**config.mk**
```make
export PLATFORM = sky130hd
export DESIGN_NAME = multi_alarm_timekeeper
export DESIGN_NICKNAME = d
export VERILOG_FILES = /design/src/rtl/multi_alarm_timekeeper.sv
export SDC_FILE = /design/constraint.sdc
export NUM_CORES = 1
export LEC_CHECK = 0
export BUFFER_PORTS_ARGS = -buffer_cell sky130_fd_sc_hd__clkbuf_2
export CAP_MARGIN = 20
export CORE_ASPECT_RATIO = 1.5
export CORE_MARGIN = 8
export CORE_UTILIZATION = 65
export DETAILED_ROUTE_END_ITERATION = 10
export PLACE_DENSITY_LB_ADDON = 0.08
export SLEW_MARGIN = 20
export SYNTH_ARGS = -nofsm -noshare
export SYNTH_HDL_FRONTEND = slang
export SYNTH_SLANG_ARGS = --single-unit
export TNS_END_PERCENT = 20
```
**constraint.sdc**
```tcl
create_clock -name clk -period 6.46 [get_ports clk]
set_input_delay 0.323 -clock clk [delete_from_list [all_inputs] [get_ports clk]]
set_output_delay 0.323 -clock clk [all_outputs]
set_load 0.05 [all_outputs]
```
**src/rtl/multi_alarm_timekeeper.sv**
```systemverilog
// 12/24-hour clock with NUM_ALARMS independent alarms, snooze, auto-stop and a gated buzzer.
// Adjust pulses take priority over the second tick, which is deferred one cycle.
module multi_alarm_timekeeper #(
  parameter int CLK_HZ       = 31500000,
  parameter int NUM_ALARMS   = 4,
  parameter bit H24          = 1'b0,
  parameter int SNOOZE_MIN   = 5,
  parameter int RING_MAX_MIN = 10,
  parameter int BUZZ_DIV     = 5000,
  localparam int AW = (NUM_ALARMS > 1) ? $clog2(NUM_ALARMS) : 1
) (
  input  logic                  clk,
  input  logic                  reset,
  input  logic                  sec_inc,
  input  logic                  min_inc,
  input  logic                  hr_inc,
  input  logic [AW-1:0]         al_sel,
  input  logic                  al_min_inc,
  input  logic                  al_hr_inc,
  input  logic                  al_toggle,
  input  logic                  snooze,
  input  logic                  dismiss,
  output logic [4:0]            hours,
  output logic [5:0]            minutes,
  output logic [5:0]            seconds,
  output logic                  sec_tick,
  output logic [NUM_ALARMS-1:0] al_en,
  output logic [4:0]            al_hours_rd,
  output logic [5:0]            al_minutes_rd,
  output logic                  ringing,
  output logic                  snoozed,
  output logic [AW-1:0]         ring_idx,
  output logic                  buzzer
);
  localparam int PW       = (CLK_HZ > 1) ? $clog2(CLK_HZ) : 1;
  localparam int SNZ_LOAD = SNOOZE_MIN * 60;
  localparam int SW       = (SNZ_LOAD > 0) ? $clog2(SNZ_LOAD + 1) : 1;
  localparam int RW       = (RING_MAX_MIN > 0) ? $clog2(RING_MAX_MIN + 1) : 1;
  localparam int BW       = (BUZZ_DIV > 1) ? $clog2(BUZZ_DIV) : 1;
  localparam logic [4:0] HMAX = H24 ? 5'd23 : 5'd11;

  typedef enum logic [1:0] {IDLE, RINGING, SNOOZED} state_t;

  logic [PW-1:0]                 presc;
  logic                          pend;
  logic                          sec0_evt;
  logic                          adj, tick_due, tick_apply, roll_min;
  logic                          al_ok;
  logic [NUM_ALARMS-1:0][4:0]    al_hr;
  logic [NUM_ALARMS-1:0][5:0]    al_mn;
  logic                          hit, match;
  logic [AW-1:0]                 match_idx;
  logic                          en_lost;
  state_t                        state;
  logic [SW-1:0]                 snz_cnt;
  logic [RW-1:0]                 ring_min;
  logic [BW-1:0]                 bdiv;
  logic                          bsq;

  assign sec_tick   = (presc == PW'(CLK_HZ - 1));
  assign adj        = sec_inc | min_inc | hr_inc;
  assign tick_due   = sec_tick | pend;
  assign tick_apply = tick_due & ~adj;
  assign roll_min   = tick_apply & (seconds == 6'd59);
  assign al_ok      = (int'(al_sel) < NUM_ALARMS);

  // Timekeeping: adjusts never carry; a tick colliding with an adjust waits one cycle.
  always_ff @(posedge clk) begin
    if (reset) begin
      presc    <= '0;
      pend     <= 1'b0;
      sec0_evt <= 1'b0;
      hours    <= '0;
      minutes  <= '0;
      seconds  <= '0;
    end else begin
      presc    <= (sec_inc || sec_tick) ? '0 : presc + 1'b1;
      pend     <= tick_due & adj & ~sec_inc;
      sec0_evt <= sec_inc | roll_min;
      if (adj) begin
        if (sec_inc) seconds <= '0;
        if (min_inc) minutes <= (minutes == 6'd59) ? '0 : minutes + 6'd1;
        if (hr_inc)  hours   <= (hours == HMAX) ? '0 : hours + 5'd1;
      end else if (tick_apply) begin
        if (seconds == 6'd59) begin
          seconds <= '0;
          if (minutes == 6'd59) begin
            minutes <= '0;
            hours   <= (hours == HMAX) ? '0 : hours + 5'd1;
          end else begin
            minutes <= minutes + 6'd1;
          end
        end else begin
          seconds <= seconds + 6'd1;
        end
      end
    end
  end

  always_ff @(posedge clk) begin
    if (reset) begin
      al_hr <= '0;
      al_mn <= '0;
      al_en <= '0;
    end else begin
      for (int k = 0; k < NUM_ALARMS; k++) begin
        if (al_ok && int'(al_sel) == k) begin
          if (al_hr_inc)  al_hr[k] <= (al_hr[k] == HMAX) ? '0 : al_hr[k] + 5'd1;
          if (al_min_inc) al_mn[k] <= (al_mn[k] == 6'd59) ? '0 : al_mn[k] + 6'd1;
          if (al_toggle)  al_en[k] <= ~al_en[k];
        end
      end
    end
  end

  always_comb begin
    al_hours_rd   = '0;
    al_minutes_rd = '0;
    for (int k = 0; k < NUM_ALARMS; k++) begin
      if (al_ok && int'(al_sel) == k) begin
        al_hours_rd   = al_hr[k];
        al_minutes_rd = al_mn[k];
      end
    end
  end

  // Scan downward so the lowest matching index is the one left standing.
  always_comb begin
    hit       = 1'b0;
    match_idx = '0;
    for (int k = NUM_ALARMS - 1; k >= 0; k--) begin
      if (al_en[k] && al_hr[k] == hours && al_mn[k] == minutes) begin
        hit       = 1'b1;
        match_idx = AW'(k);
      end
    end
  end

  assign match   = sec0_evt & hit;
  assign en_lost = al_toggle & al_ok & (al_sel == ring_idx) & al_en[ring_idx];

  always_ff @(posedge clk) begin
    if (reset) begin
      state    <= IDLE;
      ring_idx <= '0;
      snz_cnt  <= '0;
      ring_min <= '0;
      bdiv     <= '0;
      bsq      <= 1'b1;
    end else begin
      // Divider parks at its restart value outside RINGING, so every entry starts a fresh high phase.
      if (state == RINGING) begin
        if (bdiv == BW'(BUZZ_DIV - 1)) begin
          bdiv <= '0;
          bsq  <= ~bsq;
        end else begin
          bdiv <= bdiv + 1'b1;
        end
      end else begin
        bdiv <= '0;
        bsq  <= 1'b1;
      end

      case (state)
        IDLE: begin
          if (match) begin
            state    <= RINGING;
            ring_idx <= match_idx;
            ring_min <= '0;
          end
        end
        RINGING: begin
          if (dismiss || en_lost) begin
            state <= IDLE;
          end else if (snooze) begin
            state   <= SNOOZED;
            snz_cnt <= SW'(SNZ_LOAD);
          end else if (roll_min) begin
            if (int'(ring_min) + 1 >= RING_MAX_MIN) state <= IDLE;
            else ring_min <= ring_min + 1'b1;
          end
        end
        SNOOZED: begin
          if (dismiss || en_lost) begin
            state <= IDLE;
          end else if (tick_apply) begin
            if (snz_cnt <= SW'(1)) begin
              state    <= RINGING;
              ring_min <= '0;
              snz_cnt  <= '0;
            end else begin
              snz_cnt <= snz_cnt - 1'b1;
            end
          end
        end
        default: state <= IDLE;
      endcase
    end
  end

  assign ringing = (state == RINGING);
  assign snoozed = (state == SNOOZED);
  assign buzzer  = ringing & bsq & ~seconds[0];

endmodule

```
==> impl_metrics.prom <==
# TYPE chip_impl_metric gauge
chip_impl_info{name="outcome",value="finished, final reports clean"} 1
chip_impl_metric{name="vias",unit=""} 5844
chip_impl_metric{name="post-cts-setup-buffer-count",unit=""} 0
chip_impl_metric{name="insertedDiodeCount",unit=""} 0
chip_impl_metric{name="route.detailed.wl_per_inst",unit="µm"} 17.5
chip_impl_metric{name="clock_network_fraction_of_design_power",unit=""} 0.516
chip_impl_metric{name="cts-htree-levels",unit=""} 4
chip_impl_metric{name="synth_enable_flop_cells",unit=""} 0
chip_impl_metric{name="nets",unit=""} 832
chip_impl_metric{name="yosys.area.top_type_share",unit=""} 0.371
chip_impl_metric{name="grt_util_met3",unit=""} 0.0529
chip_impl_info{name="crit_type",value="flip-flop to flip-flop"} 1
chip_impl_metric{name="use_met2",unit=""} 0.429
chip_impl_metric{name="synth.avg_cell_area",unit="µm²"} 8.61
chip_impl_metric{name="internal-power",unit="mW"} 1.43
chip_impl_info{name="cp_cell_sequence",value="nor4b_1, nand4_1, o41ai_4, a32oi_1, or4_1, a21oi_1"} 1
chip_impl_metric{name="final.setup.tns",unit="ns"} 0
chip_impl_metric{name="critical_path_s_largest_stage_delay",unit="ns"} 0.89
chip_impl_metric{name="gr-usage-met1",unit=""} 0.245
chip_impl_metric{name="finalHoldViolations",unit=""} 0
chip_impl_info{name="synthTopCellsByArea",value="sky130_fd_sc_hd__dfxtp_1 37%, sky130_fd_sc_hd__xnor2_1 9.4%, sky130_fd_sc_hd__nor2_1 5.9%"} 1
chip_impl_metric{name="layoutNonFillerInstCount",unit=""} 933
chip_impl_metric{name="drt_wl_total",unit="µm"} 16300
chip_impl_info{name="dominantRegCellSynth",value="sky130_fd_sc_hd__dfxtp_1"} 1
chip_impl_metric{name="grt_overflow_total",unit=""} 0
chip_impl_metric{name="cts_buf_count",unit=""} 17
chip_impl_metric{name="grt_start_max_net_pins",unit=""} 53
chip_impl_metric{name="finalSetupViolCount",unit=""} 0
chip_impl_metric{name="hpwl",unit="µm"} 11700
chip_impl_metric{name="total_switching_power",unit="µW"} 443
chip_impl_metric{name="die_w",unit="µm"} 98.5
chip_impl_metric{name="holdBufCountCts",unit=""} 0
chip_impl_metric{name="share_of_power_burned_in_registers",unit=""} 0.419
chip_impl_metric{name="drtAntennaViolNets",unit=""} 0
chip_impl_metric{name="part_of_the_cycle_the_worst_path_needs",unit=""} 0.493
chip_impl_metric{name="first_iter_violations",unit=""} 357
chip_impl_metric{name="drive_above_1_share",unit=""} 0.125
chip_impl_metric{name="irDropWorstVdd",unit="mV"} 0.195
chip_impl_metric{name="clk-insertion-delay-late",unit="ns"} 0.41
chip_impl_metric{name="groute.usage.overall",unit=""} 0.238
chip_impl_metric{name="synthesis.instances",unit=""} 770
chip_impl_metric{name="grt_first_pass_wirelength",unit="µm"} 26900
chip_impl_metric{name="number_of_placed_instances_taps_included",unit=""} 901
chip_impl_metric{name="final_period_minus_worst_setup_slack",unit="ns"} 3.18
chip_impl_metric{name="numPortBuffers",unit=""} 49
chip_impl_metric{name="power_per_cell_area",unit="nW/µm²"} 250
chip_impl_info{name="synth_top_cell_by_area",value="sky130_fd_sc_hd__dfxtp_1"} 1
chip_impl_metric{name="yosys_register_bits",unit=""} 123
chip_impl_info{name="worst_setup_path_start_kind",value="flip-flop"} 1
chip_impl_info{name="clk_root_buffer_cell",value="sky130_fd_sc_hd__clkbuf_16"} 1
chip_impl_info{name="worst_setup_path_end_kind",value="flip-flop"} 1
chip_impl_metric{name="route.detailed.vias_per_inst",unit=""} 6.26
chip_impl_metric{name="final-max-slew-violation-count",unit=""} 0
chip_impl_info{name="unrepaired_setup_endpoints_after_global_routing",value="no"} 1
chip_impl_info{name="timing.critical_path.slowest_stage_cell",value="sky130_fd_sc_hd__o41ai_4"} 1
chip_impl_metric{name="fp.dieArea",unit="µm²"} 13800
chip_impl_metric{name="place_area",unit="µm²"} 6900
chip_impl_metric{name="postSynth.asyncResetShare",unit=""} 0
chip_impl_metric{name="antenna_violations_before_repair",unit=""} 0
chip_impl_metric{name="achievable-frequency",unit="MHz"} 314
chip_impl_metric{name="ioPinCount",unit=""} 50
chip_impl_metric{name="power_switching_share",unit=""} 0.236
chip_impl_metric{name="yosys_warnings",unit=""} 0
chip_impl_metric{name="timing_worst_slew_pin_value",unit="ns"} 0.884
chip_impl_info{name="timing.hold.worst.class",value="input pin to flip-flop"} 1
chip_impl_metric{name="crit_path_max_fanout",unit=""} 17
chip_impl_metric{name="floorplan.rows",unit=""} 45
chip_impl_metric{name="yosysUniqueCellTypes",unit=""} 57
chip_impl_metric{name="cap_violations",unit=""} 0
chip_impl_metric{name="start_util",unit=""} 0.662
chip_impl_metric{name="design_power_total",unit="mW"} 1.88
chip_impl_metric{name="required",unit="ns"} 6.80
chip_impl_metric{name="p_comb_frac",unit=""} 0.065
chip_impl_metric{name="setup_clock_skew_after_layout",unit="ns"} 0.00721
chip_impl_metric{name="synthToLayoutAreaGrowth",unit="%"} 13.1
chip_impl_metric{name="floorplan.die.height",unit="µm"} 140
chip_impl_info{name="tritoncts_clock_tree",value="done"} 1
chip_impl_metric{name="netlist_area",unit="µm²"} 6630
chip_impl_metric{name="maxSlewHeadroom",unit=""} 0.406
chip_impl_metric{name="detail_route.first_pass.iterations",unit=""} 5
chip_impl_metric{name="leakage",unit="nW"} 2.75
chip_impl_info{name="grt_busiest_layer",value="met2"} 1
chip_impl_metric{name="synth_sequential_area_ratio",unit=""} 0.371
chip_impl_metric{name="clock_tree.buffer_depth",unit=""} 2
chip_impl_metric{name="synthesis.nets",unit=""} 799
chip_impl_metric{name="vias_in_the_first_global_route",unit=""} 5618
chip_impl_metric{name="cts_num_sinks",unit=""} 123
chip_impl_metric{name="globalplace.congestion",unit=""} 0.869
chip_impl_metric{name="cts.clk_slew.worst_paths",unit="ns"} 0.05
chip_impl_metric{name="final.hold.worst_slack",unit="ns"} 0.263
chip_impl_metric{name="core_area",unit="µm²"} 10000
chip_impl_metric{name="design_area",unit="µm²"} 7500
chip_impl_metric{name="cts.repair.resized",unit=""} 0
chip_impl_metric{name="critical_path_arrival",unit="ns"} 3.52
chip_impl_metric{name="post-route-drc-count",unit=""} 0
[power groups by stage]
stage | Combinational, mW | Clock, mW | Sequential [mW]
after CTS | 0.122 | 0.979 | 0.787
after global routing | 0.133 | 1.01 | 0.789
after global placement | 0.118 | 0 | 0.803
after detailed placement | 0.121 | 0 | 0.803
after floorplan | 0.0823 | 0 | 0.810
final | 0.122 | 0.968 | 0.788
[kinds of logic (layout without fill, tap and decap cells)]
family,count (synthesis),in the layout,synth area share
AO/OA/AOI/OAI,112,112,0.110
XOR/XNOR,116,116,0.153
adder cells (fa/ha/maj),17,17,0.0321
buffers and inverters,52,98,0.0294
flip-flops,123,123,0.371
multiplexers,21,21,0.0524
AND/OR/NAND/NOR,329,329,0.252
[path summary, 6_finish.rpt]
check,startpoint,endpoint,slack [ns],cells after the start
max,presc[19],snz_cnt[1],3.28,6
min,sec_inc,sec0_evt,0.26,3
max reg2reg,presc[19],snz_cnt[1],3.28,6
min reg2reg,snz_cnt[8],snz_cnt[8],0.47,2
[state kept, by name, summed over array words and instances, names as in the netlist, 4 cells and up]
name      cells
minutes       6
seconds       6
al_hr        20
presc        25
hours         5
snz_cnt       9
ring_min      4
bdiv         13
al_mn        24
al_en         4
[critical path: cells and delay by family, from the launching register on]
kind	cells	cell delay (ns)
and+or+nand+nor	3	1.23
DFF	1	0.35
AOI/OAI and AO/OA	3	1.52
[Yosys cell counts, drive strengths merged, types with 3 or more instances]
| cell | number |
|---|---|
| a21o | 3 |
| xnor2 | 71 |
| ha | 17 |
| o31ai | 8 |
| nor2b | 8 |
| or4 | 7 |
| a41oi | 5 |
| a21oi | 39 |
| or4b | 3 |
| and2 | 15 |
| nand4b | 4 |
| xor2 | 45 |
| mux4 | 11 |
| dfxtp | 123 |
| nand2 | 46 |
| nor3b | 3 |
| o21a | 5 |
| o21ai | 26 |
| nor4 | 7 |
| a31oi | 3 |
| or2 | 4 |
| and3 | 11 |
| nand2b | 5 |
| inv | 16 |
| nor3 | 18 |
| nand3 | 41 |
| or3 | 12 |
| nor2 | 105 |
| nor4b | 5 |
| nand4 | 31 |
| mux2i | 10 |
| buf | 3 |
| clkbuf | 33 |
[stage by stage]
| stage | setup WS (ns) | util |
|---|---|---|
| floorplan | 3.07 | - |
| global placement | 3.43 | 0.688 |
| detailed placement | 3.34 | 0.688 |
| CTS | 3.31 | 0.748 |
| global route | 2.99 | 0.748 |
| finish | 3.28 | 0.748 |
[routing by layer]
| metal | routed length, µm | share of wire |
|---|---|---|
| met1 | 6260 | 0.38 |
| met2 | 8500 | 0.52 |
| met4 | 685 | 0.042 |
| met3 | 846 | 0.052 |
| met5 | 0 | 0 |
[cell type report]
cell class                 count  area (µm²)
clock buffer                  21         460
clock inverter                11         144
fill                         776        2520
inverter                      16        60.1
multi-input combinational    595        3980
sequential                   123        2460
tap                          117         146
timing repair buffer          50         253
[layout by cell type (no fill, tap or decap), types with 5 or more instances in the layout]
cell | synthesis | final
sky130_fd_sc_hd__nor2b_1 | 8 | 8
sky130_fd_sc_hd__o21ai_0 | 26 | 26
sky130_fd_sc_hd__nand3_1 | 41 | 41
sky130_fd_sc_hd__mux2i_1 | 10 | 10
sky130_fd_sc_hd__nor4_1 | 6 | 6
sky130_fd_sc_hd__o21a_1 | 5 | 5
sky130_fd_sc_hd__nor4b_1 | 5 | 5
sky130_fd_sc_hd__or3_1 | 12 | 12
sky130_fd_sc_hd__nand4_1 | 31 | 31
sky130_fd_sc_hd__and3_1 | 11 | 11
sky130_fd_sc_hd__or4_1 | 7 | 7
sky130_fd_sc_hd__o31ai_1 | 8 | 8
sky130_fd_sc_hd__clkbuf_2 | 0 | 49
sky130_fd_sc_hd__ha_1 | 17 | 17
sky130_fd_sc_hd__and2_1 | 15 | 15
sky130_fd_sc_hd__nor3_1 | 18 | 18
sky130_fd_sc_hd__xnor2_1 | 71 | 71
sky130_fd_sc_hd__mux4_2 | 11 | 11
sky130_fd_sc_hd__nand2b_1 | 5 | 5
sky130_fd_sc_hd__xor2_1 | 45 | 45
sky130_fd_sc_hd__clkbuf_16 | 0 | 17
sky130_fd_sc_hd__dfxtp_1 | 123 | 123
sky130_fd_sc_hd__nand2_1 | 46 | 46
sky130_fd_sc_hd__inv_1 | 16 | 16
sky130_fd_sc_hd__nor2_1 | 105 | 105
sky130_fd_sc_hd__a21oi_1 | 39 | 39
Power figures use the tool's default switching activity.
